[src/rtl/ioctl_loader.sv]
// ioctl_loader
//   Turns the byte-wide HPS ioctl download stream into 16-bit word writes.
//   Bytes are paired into words, buffered in a small multi-push FIFO, and
//   written out through a req/ack port.
//
//   Handshake: mem_req rises with the head entry on mem_addr/mem_din/mem_be.
//   All of these hold until mem_ack is seen high on a rising clk_sys edge.
//   That edge completes the transfer. mem_ack is ignored while mem_req=0.
//
//   Ports:
//     clk_sys, reset_n        clock, asynchronous active-low reset
//     ioctl_download/wr/addr/dout/index  HPS byte stream
//     ioctl_wait              registered backpressure (free FIFO entries < 3)
//     mem_addr/din/be/req     word write request, held until mem_ack
//     mem_ack                 one-cycle accept
//     done                    one-cycle pulse when a download is fully written
//     err                     sticky FIFO overflow flag (cleared at download start)
//     cksum                   only with IOCTL_LOADER_CKSUM_EN: mod-256 byte sum
//
//   Optional feature macro: IOCTL_LOADER_CKSUM_EN
module ioctl_loader #(
   parameter int         ADDR_W = 24,
   parameter int         DEPTH  = 8,
   parameter logic [7:0] INDEX  = 8'd0
) (
   input  logic              clk_sys,
   input  logic              reset_n,
   input  logic              ioctl_download,
   input  logic              ioctl_wr,
   input  logic [24:0]       ioctl_addr,
   input  logic [7:0]        ioctl_dout,
   input  logic [7:0]        ioctl_index,
   output logic              ioctl_wait,
   output logic [ADDR_W-1:0] mem_addr,
   output logic [15:0]       mem_din,
   output logic [1:0]        mem_be,
   output logic              mem_req,
   input  logic              mem_ack,
   output logic              done,
`ifdef IOCTL_LOADER_CKSUM_EN
   output logic [7:0]        cksum,
`endif
   output logic              err
);

   localparam int AW = $clog2(DEPTH);
   localparam int CW = AW + 1;

   typedef struct packed {
      logic [ADDR_W-1:0] addr;
      logic [15:0]       data;
      logic [1:0]        be;
   } entry_t;

   typedef enum logic [1:0] {C_IDLE, C_LOAD, C_FLUSH} ctrl_t;
   typedef enum logic       {M_IDLE, M_REQ} mem_st_t;

   ctrl_t             r_ctrl, w_ctrl_nxt;
   mem_st_t           r_mem_st, w_mem_st_nxt;
   logic              r_dl_q, r_wait, r_err, r_done, w_done_set;
   logic              r_pend_v, w_pend_v, w_pend_v_nxt;
   logic [ADDR_W-1:0] r_pend_addr, w_pend_addr_nxt;
   logic [7:0]        r_pend_data, w_pend_data_nxt;
   entry_t            r_mem [DEPTH];
   entry_t            w_push0, w_push1, w_pend_ent, w_head;
   logic              w_push0_v, w_push1_v, w_wr0, w_wr1, w_ovf, w_pop;
   logic [AW-1:0]     r_wr_ptr, r_rd_ptr;
   logic [CW-1:0]     r_count, w_count_nxt;
   logic              w_rise, w_fall, w_acc, w_flush_entry, w_drained;
   logic [ADDR_W-1:0] w_waddr;

   assign w_rise  = ioctl_download & ~r_dl_q;
   assign w_fall  = ~ioctl_download & r_dl_q;
   assign w_acc   = ioctl_download & ioctl_wr & (ioctl_index == INDEX);
   assign w_waddr = ioctl_addr[ADDR_W:1];
   // A new download discards any byte left pending from the previous one.
   assign w_pend_v   = r_pend_v & ~w_rise;
   assign w_pend_ent = '{addr: r_pend_addr, data: {8'h00, r_pend_data}, be: 2'b01};
   assign w_flush_entry = (r_ctrl == C_LOAD) & w_fall;

   // Byte pairing: decides up to two FIFO pushes (push0 always older).
   always_comb begin
      w_push0_v       = 1'b0;
      w_push1_v       = 1'b0;
      w_push0         = w_pend_ent;
      w_push1         = '{addr: w_waddr, data: {ioctl_dout, 8'h00}, be: 2'b10};
      w_pend_v_nxt    = w_pend_v;
      w_pend_addr_nxt = r_pend_addr;
      w_pend_data_nxt = r_pend_data;
      if (w_acc) begin
         if (!ioctl_addr[0]) begin
            w_push0_v       = w_pend_v;
            w_pend_v_nxt    = 1'b1;
            w_pend_addr_nxt = w_waddr;
            w_pend_data_nxt = ioctl_dout;
         end else if (w_pend_v && (r_pend_addr == w_waddr)) begin
            w_push0_v    = 1'b1;
            w_push0      = '{addr: w_waddr, data: {ioctl_dout, r_pend_data}, be: 2'b11};
            w_pend_v_nxt = 1'b0;
         end else begin
            w_pend_v_nxt = 1'b0;
            w_push0_v    = 1'b1;
            if (w_pend_v) w_push1_v = 1'b1;
            else          w_push0   = w_push1;
         end
      end else if (w_flush_entry) begin
         w_push0_v    = w_pend_v;
         w_pend_v_nxt = 1'b0;
      end
   end

   // Full FIFO: pushes that do not fit are dropped (pops this cycle do not
   // make room early, keeping the full check independent of mem_ack).
   assign w_wr0 = w_push0_v & (r_count != CW'(DEPTH));
   assign w_wr1 = w_push1_v & (r_count < CW'(DEPTH - 1));
   assign w_ovf = (w_push0_v & ~w_wr0) | (w_push1_v & ~w_wr1);
   assign w_pop = (r_mem_st == M_REQ) & mem_ack;
   assign w_count_nxt = r_count + CW'(w_wr0) + CW'(w_wr1) - CW'(w_pop);
   assign w_head = r_mem[r_rd_ptr];
   assign w_drained = (r_count == '0) & (r_mem_st == M_IDLE);

   always_ff @(posedge clk_sys) begin
      if (w_wr0) r_mem[r_wr_ptr]           <= w_push0;
      if (w_wr1) r_mem[r_wr_ptr + AW'(1)]  <= w_push1;
   end

   always_ff @(posedge clk_sys or negedge reset_n) begin
      if (!reset_n) begin
         r_dl_q      <= 1'b0;
         r_wr_ptr    <= '0;
         r_rd_ptr    <= '0;
         r_count     <= '0;
         r_pend_v    <= 1'b0;
         r_pend_addr <= '0;
         r_pend_data <= '0;
         r_wait      <= 1'b0;
         r_err       <= 1'b0;
         r_done      <= 1'b0;
      end else begin
         r_dl_q      <= ioctl_download;
         r_wr_ptr    <= r_wr_ptr + AW'(w_wr0) + AW'(w_wr1);
         r_rd_ptr    <= r_rd_ptr + AW'(w_pop);
         r_count     <= w_count_nxt;
         r_pend_v    <= w_pend_v_nxt;
         r_pend_addr <= w_pend_addr_nxt;
         r_pend_data <= w_pend_data_nxt;
         r_wait      <= (CW'(DEPTH) - r_count) < CW'(3);
         r_done      <= w_done_set;
         if (w_rise) r_err <= 1'b0;
         if (w_ovf)  r_err <= 1'b1;
      end
   end

   // Control FSM: a rising download edge always restarts a load.
   always_ff @(posedge clk_sys or negedge reset_n) begin
      if (!reset_n) r_ctrl <= C_IDLE;
      else          r_ctrl <= w_ctrl_nxt;
   end

   always_comb begin
      w_ctrl_nxt = r_ctrl;
      w_done_set = 1'b0;
      if (w_rise) begin
         w_ctrl_nxt = C_LOAD;
      end else begin
         case (r_ctrl)
            C_LOAD:  if (w_fall) w_ctrl_nxt = C_FLUSH;
            C_FLUSH: if (w_drained) begin
                        w_ctrl_nxt = C_IDLE;
                        w_done_set = 1'b1;
                     end
            default: w_ctrl_nxt = r_ctrl;
         endcase
      end
   end

   // Memory FSM
   always_ff @(posedge clk_sys or negedge reset_n) begin
      if (!reset_n) r_mem_st <= M_IDLE;
      else          r_mem_st <= w_mem_st_nxt;
   end

   always_comb begin
      w_mem_st_nxt = r_mem_st;
      case (r_mem_st)
         M_IDLE:  if (r_count != '0) w_mem_st_nxt = M_REQ;
         M_REQ:   if (w_pop) w_mem_st_nxt = (w_count_nxt != '0) ? M_REQ : M_IDLE;
         default: w_mem_st_nxt = M_IDLE;
      endcase
   end

   // Head is only presented while requesting, so outputs read zero at idle/reset.
   assign mem_req    = (r_mem_st == M_REQ);
   assign mem_addr   = mem_req ? w_head.addr : '0;
   assign mem_din    = mem_req ? w_head.data : '0;
   assign mem_be     = mem_req ? w_head.be   : '0;
   assign ioctl_wait = r_wait;
   assign done       = r_done;
   assign err        = r_err;

`ifdef IOCTL_LOADER_CKSUM_EN
   logic [7:0] r_cksum;
   always_ff @(posedge clk_sys or negedge reset_n) begin
      if (!reset_n)   r_cksum <= '0;
      else if (w_rise) r_cksum <= w_acc ? ioctl_dout : 8'h00;
      else if (w_acc)  r_cksum <= r_cksum + ioctl_dout;
   end
   assign cksum = r_cksum;
`endif

endmodule

[config.mk]
export PLATFORM = sky130hd
export DESIGN_NAME = ioctl_loader
export DESIGN_NICKNAME = d
export VERILOG_FILES = /design/src/rtl/ioctl_loader.sv
export SDC_FILE = /design/constraint.sdc
export NUM_CORES = 1
export LEC_CHECK = 0
export BUFFER_PORTS_ARGS = -buffer_cell sky130_fd_sc_hd__buf_2
export CAP_MARGIN = 25
export CORE_ASPECT_RATIO = 0.8
export CORE_MARGIN = 4
export CORE_UTILIZATION = 35
export CTS_BUF_LIST = sky130_fd_sc_hd__clkbuf_16
export DETAILED_ROUTE_END_ITERATION = 8
export GPL_ROUTABILITY_DRIVEN = 0
export SKIP_LAST_GASP = 1
export SYNTH_ARGS = -nofsm -noshare
export SYNTH_HDL_FRONTEND = slang
export SYNTH_SLANG_ARGS = --single-unit
[constraint.sdc]
create_clock -name clk_sys -period 5.8 [get_ports clk_sys]
set_input_delay 0.87 -clock clk_sys [delete_from_list [all_inputs] [get_ports clk_sys]]
set_output_delay 0.87 -clock clk_sys [all_outputs]
set_load 0.01 [all_outputs]
Word level (Yosys, flattened, before mapping)
Memory sizes are Yosys's and may differ from the RTL's.
Cells that the tools add are included.
Widths: inputs -> output; s select.
Storage, ports and cells
  register bits after elaboration: 50
  memories: 1
  input bits: 46
  RAM bits: 336
Cells by class
  reduce and logical (&&, ||, !) cells: 9
  muxes and demuxes: 34
  order comparisons: 2
  bitwise operators: 20
  equality and inequality tests: 6
  add/subtract/negate cells: 8
Memories
  r_mem: words 8, width 42, read ports 1, clocked after Yosys merged registers in 0, write ports 2, RTL line 64  | entry_t r_mem [DEPTH];
Operators by type and width (number)
  $mux 42: 4
  $eq 24x24->1: 1
  $mux 24: 1
  $mux 1: 22
  $mux 16: 1
  $and 1x1->1: 12
  $add 3x1->3: 3
  $add 4x1->4: 2
  $logic_not 8->1: 1
  $mux 2: 4
  $reduce_bool 4->1: 2
  $not 1->1: 7
  $ne 3x3->1 const B: 2
  $logic_not 4->1: 1
  $lt 4x2->1 const B: 1
  $lt 4x3->1 const B: 1
  $ne 4x4->1 const B: 1
  $pmux 2 s2: 1
  $sub 4x1->4: 1
  $sub 4x4->4 const A: 1
  $add 3x1->3 const B: 1
  $reduce_and 3->1: 1
  $reduce_bool 3->1: 1
  $eq 2x1->1 const B: 1
  other kinds (6): 6

Depth between registers and ports, before layout
  depth after elaboration: 15
  depth in mapped cells: 15

Least setup slack after synthesis
OpenSTA, ideal clock, no wires.
  path kind: input to register
  from: input port ioctl_addr[8]
  to: register r_mem_st (netlist: mem_req)
  arrival time: 3583 ps
  setup time: 124 ps
  required time: 5676 ps
  path slack: 2093 ps
  stages on the path: 12
  cell sequence: clkbuf_2 > xor2_1 > nor4_2 > and4_1 > a21oi_4 > nand3_1 > ha_1 > fa_1 > inv_1 > fa_1 > nand3b_1 > o31a_1
On the way
  longest elaborated chain between the ends: 12
Ends and longest elaborated chain
  start, declared: RTL line 30  | input logic [24:0] ioctl_addr,
  $eq 24x24->1: RTL line 96  | end else if (w_pend_v && (r_pend_addr == w_waddr)) begin
  $logic_and 1x1->1: RTL line 96
  $mux 1: RTL line 96
  $mux 1: RTL line 91  | if (!ioctl_addr[0]) begin
  $mux 1: RTL line 90  | if (w_acc) begin
  $and 1x1->1: RTL line 115  | assign w_wr1 = w_push1_v & (r_count < CW'(DEPTH - 1));
  $add 4x1->4: RTL line 118  | assign w_count_nxt = r_count + CW'(w_wr0) + CW'(w_wr1) - CW'(w_pop);
  $sub 4x1->4: RTL line 118
  via w_count_nxt[1]: RTL line 68  | logic [CW-1:0] r_count, w_count_nxt;
  $reduce_bool 4->1: RTL line 187  | M_REQ: if (w_pop) w_mem_st_nxt = (w_count_nxt != '0) ? M_REQ : M_IDLE;
  $mux 1 (2 in series): RTL line 187
  $pmux 1 s2: RTL line 185  | case (r_mem_st)
  via w_mem_st_nxt: RTL line 59  | mem_st_t r_mem_st, w_mem_st_nxt;
  end signal, assigned: RTL line 180  | else r_mem_st <= w_mem_st_nxt;
  end, declared: RTL line 59
The timed path passes the listed nets, and every way through them passes these cells.
A chain may end at the register's enable or synchronous reset.

Worst setup path after layout
  from: register r_rd_ptr[0]
  to: output port mem_addr[20]
On the way
  longest elaborated chain between the ends: 2
Ends and longest elaborated chain
  start, declared: RTL line 67  | logic [AW-1:0] r_wr_ptr, r_rd_ptr;
  start signal, assigned: RTL line 142  | r_rd_ptr <= r_rd_ptr + AW'(w_pop);
  $mem_v2 8x42
  $mux 24: RTL line 194  | assign mem_addr = mem_req ? w_head.addr : '0;
  end, declared: RTL line 34  | output logic [ADDR_W-1:0] mem_addr,
Every way passes these cells.

==> results.md <==
Worst setup path:
- In this run the worst path has a maximum fanout of 60.
- The capturing element type of the critical path is a primary output.
- The category of the worst setup path launch point is a flip-flop.
- The slowest library cell on the worst path is sky130_fd_sc_hd__dfrtp_4.
- By startpoint and endpoint, the worst setup path is classified as reg -> out.
- At the worst endpoint, the required time is 4.93 ns.
- On the worst path, the slowest cell contributes a delay of 0.79 ns.
- The arrival time at the worst endpoint is 3.22 ns.
- The signal on the critical path passes through buf_12 -> mux4_2 -> mux2i_1 -> nor2b_1 -> buf_2.

Clock tree:
- The H-tree generated during clock tree synthesis spans 2 levels.
- The number of clock sinks seen by CTS is 386.
- Clock latency on the worst-skew pair, taken at its later pin, is 0.57 ns.
- The tree is rooted in a sky130_fd_sc_hd__clkbuf_16.
- The hold-fix buffer count after cts is 0.
- The clock tree from TritonCTS is built.
- The clock-pin transition on the worst setup and hold timing paths is 0.06 ns.
- No sink is reached through more buffers than the 3 on the longest clock path.
- Gates resized during post-CTS repair numbered 0.
- The post-CTS setup repair buffer count is 0.
- Counting the buffers created by CTS gives 41.

Synthesis:
- Synthesis inferred 386 register bits.
- The synthesized instance count is 1411.
- The total of warnings raised by yosys is 0.
- The number of nets handed over by synthesis was 1473.
- The number of library cell types mapped by synthesis is 55.
- sky130_fd_sc_hd__edfxtp_1 takes more of the synthesized area than any other cell.
- A synthesized cell averages 13.2 um^2.
- The area share of the largest cell type after synthesis is 0.412.
- Yosys mapped a number of flops with a built-in enable equal to 256.
- After synthesis the cells add up to 0.0186 mm^2.
- After synthesis, the cell types taking the most area are sky130_fd_sc_hd__edfxtp_1 (41%), sky130_fd_sc_hd__mux4_2 (10%), sky130_fd_sc_hd__a22o_1 (9.0%).
- The fraction of registers with async set or reset after synthesis is 0.130.
- For this run, the register share of the synthesized area comes to 0.565.
- In the synthesized netlist the dominant register cell turns out to be sky130_fd_sc_hd__edfxtp_1.

Final layout:
- After the last flow step, the layout net total stands at 1506.
- After the flow finishes, the layout carries non-filler instances totaling 2167.
- The layout has 4932 filler cells.
- The library cell used most frequently in the layout, excluding fill and tap cells, is sky130_fd_sc_hd__edfxtp_1.
- After routing the design area is 0.0211 mm^2.
- Leaving out fill and tap cells, the most frequent cells in the layout are sky130_fd_sc_hd__edfxtp_1 (256), sky130_fd_sc_hd__a22o_1 (192), sky130_fd_sc_hd__nand2_1 (142).
- In the final layout, the multi-input gates occupy 0.00746 mm^2.
- The share of final-layout standard cells stronger than drive strength 1 is 0.219.
- The area taken by flip-flops and latches is 0.0106 mm^2.
- The area growth from synthesis to layout is 13.3%.
- The number of antenna diodes in the final layout is 0.

Power and ir drop:
- Of the total power, the share spent switching nets is 0.300.
- The leakage power summed over all cells is 7.77 nW.
- IR analysis of the VDD net gives a maximum drop of 0.209 mV.
- The sequential share of power is 0.417.
- The design internal power is 5.35 mW.
- The portion of total power attributed to the clock network is 0.337.
- The areal power density over the cells is 362 mW/mm^2.
- The net switching component of the power is 2.29 mW.
- The part of the power in combinational logic is 0.246.

Routing:
- The met1 routed wirelength after detailed routing is 24100 um.
- After detailed routing, the average wire length per cell comes to 24.7 um.
- Wire segments on met3 add up to 4340 um in the final route.
- After detailed routing, the total wire length is 53600 um.
- The first TritonRoute pass finished after 5 iterations.
- For this block, the initial DRC count from the detailed router was 1188.
- In the routed design, unresolved DRC markers number 0.
- The total via count in the routed design is 12296.
- In the routed layout, each cell is associated on average with a via count of 5.67.
- After detailed routing, the met2 layer carries 24000 um of wire.
- Routed signal wires occupy layers up through met5.
- The post-route antenna net violation count is 0.

Placement:
- Detailed placement ended at an HPWL of 31900 um.
- In this run, placement finished with an instance count of 2092.
- The count of buffers added on input and output ports is 91.
- The area after detailed placement is 0.0198 mm^2.

GRT:
- The number of global-route vias before repair is 12205.
- Global routing finished with a remaining overflow of 0.
- The first global-routing pass estimated 79900 um of wire.
- Entering global routing, the biggest net connects 61 pins.
- The initial antenna violation count is 3.
- The all-layer global routing usage is 0.185.

Floorplanning:
- The floorplan step set the die width to 266 um.
- During I/O placement, the number of pins put on the boundary was 92.
- The row count is 75.
- The die covers 0.0570 mm^2.
- The core region area is 0.0526 mm^2.
- The chip height is 214 um.
- For this configuration, the core starts out at a cell density of 0.355.

STA:
- The number of hold violations in the final report is 0.
- The shortest clock period the worst path allows after layout is 4.09 ns.
- Setup violations remaining at the end of the flow were counted as 0.
- The final-layout setup total negative slack is 0 ns.
- The worst pin sits at a relative slew slack of 0.313.
- For the pin with the worst max-slew slack, the measured transition is 1.03 ns.
- Dividing the final minimum period by the clock period gives 0.704.
- For this run, the top clock speed supported by timing is 245 MHz.
- Setup repair after global routing left no endpoint under its margin.
- The final-report max-slew violation count is 0.
- Clock skew on the completed layout was measured at 0.0244 ns.
- The worst hold slack across all endpoints is 0.452 ns.

Flow run:
- The number of max-cap violations is 0.

Hold path:
- The kind of path behind the tightest hold check is reg -> reg.

Run status:
- The run finished with clean final reports.
==> critical path: cells and delay by family, from the launching register on <==
family | cells | cell delay (ns)
muxes | 2 | 1.04
DFF | 1 | 0.79
buffers and inverters | 2 | 0.67
and+or+nand+nor | 1 | 0.09
==> stage by stage <==
step                total power [mW]   util  setup slack, ns
global placement                5.13  0.375             1.40
finish                          7.64  0.402             1.71
detailed placement              5.15  0.376             1.36
floorplan                       4.42      -             2.09
CTS                             7.72  0.401             1.66
global route                    7.98  0.402             1.56
==> logic make-up after synthesis <==
logic type,Yosys count,synth area share
xor+xnor,31,0.0146
fa+ha+maj,16,0.0119
buf+inv,160,0.0395
mux,153,0.139
compound gates,284,0.124
simple gates,381,0.106
flops,386,0.565
==> flip-flops by register name, indices dropped and copies added, names as in the netlist <==
signal,count
r_ctrl,2
r_count,4
done,1
err,1
ioctl_wait,1
r_pend_addr,24
r_rd_ptr,3
r_wr_ptr,3
r_pend_data,8
mem_req,1
r_mem,336
r_dl_q,1
r_pend_v,1
==> path summary, 6_finish.rpt <==
check                               startpoint           end  slack [ns]  depth (start not counted)
worst max-delay path               r_rd_ptr[0]  mem_addr[20]        1.71                          5
worst min-delay path               r_mem[6][1]   r_mem[6][1]        0.45                          1
worst max register to register  r_pend_addr[5]       mem_req        1.81                         11
worst min register to register     r_mem[6][1]   r_mem[6][1]        0.45                          1
max in group asynchronous              reset_n   r_rd_ptr[0]        4.71                          2
min in group asynchronous              reset_n    r_count[1]        0.49                          2
==> power by group through the flow <==
stage	combinational (mW)	clock, mW	sequential (mW)
3_3_place_gp	1.82	0	3.31
5_1_grt	2.05	2.73	3.20
6_report	1.88	2.57	3.19
4_1_cts	1.89	2.63	3.21
2_1_floorplan	1.39	0	3.03
3_5_place_dp	1.88	0	3.27
==> synth_stat cells, types with 3 or more instances <==
master,count
sky130_fd_sc_hd__dfrtp_1,50
sky130_fd_sc_hd__nor2_1,36
sky130_fd_sc_hd__and4_1,4
sky130_fd_sc_hd__dfxtp_1,80
sky130_fd_sc_hd__nand3_1,32
sky130_fd_sc_hd__nor4_2,10
sky130_fd_sc_hd__a21oi_2,6
sky130_fd_sc_hd__a21oi_1,5
sky130_fd_sc_hd__nand4_1,3
sky130_fd_sc_hd__mux2i_1,69
sky130_fd_sc_hd__buf_2,95
sky130_fd_sc_hd__nand2b_1,5
sky130_fd_sc_hd__o21ai_2,7
sky130_fd_sc_hd__o22ai_1,19
sky130_fd_sc_hd__mux4_2,84
sky130_fd_sc_hd__and2_1,77
sky130_fd_sc_hd__fa_1,3
sky130_fd_sc_hd__a22o_1,192
sky130_fd_sc_hd__inv_1,14
sky130_fd_sc_hd__a211o_1,3
sky130_fd_sc_hd__nand2_1,148
sky130_fd_sc_hd__edfxtp_1,256
sky130_fd_sc_hd__nor4_1,5
sky130_fd_sc_hd__a21o_1,10
sky130_fd_sc_hd__xor2_1,28
sky130_fd_sc_hd__buf_1,14
sky130_fd_sc_hd__xnor2_1,3
sky130_fd_sc_hd__nor2b_1,45
sky130_fd_sc_hd__ha_1,13
sky130_fd_sc_hd__o21ai_0,30
sky130_fd_sc_hd__clkbuf_1,32
==> layer usage <==
| layer | vias up | track usage |
|---|---|---|
| li1 | 5396 | - |
| met1 | 6299 | 0.274 |
| met2 | 519 | 0.274 |
| met3 | 78 | 0.0381 |
| met4 | 4 | 0.0543 |
| met5 | - | 0 |
==> final cells by class <==
| type | instances | area share |
|---|---|---|
| Clock buffer | 45 | 0.0533 |
| Multi-Input combinational cell | 865 | 0.354 |
| Sequential cell | 386 | 0.500 |
| Inverter | 14 | 0.00249 |
| Tap cell | 693 | 0.0411 |
| Clock inverter | 28 | 0.00836 |
| Timing Repair Buffer | 136 | 0.0415 |
Power figures use the tool's default switching activity.
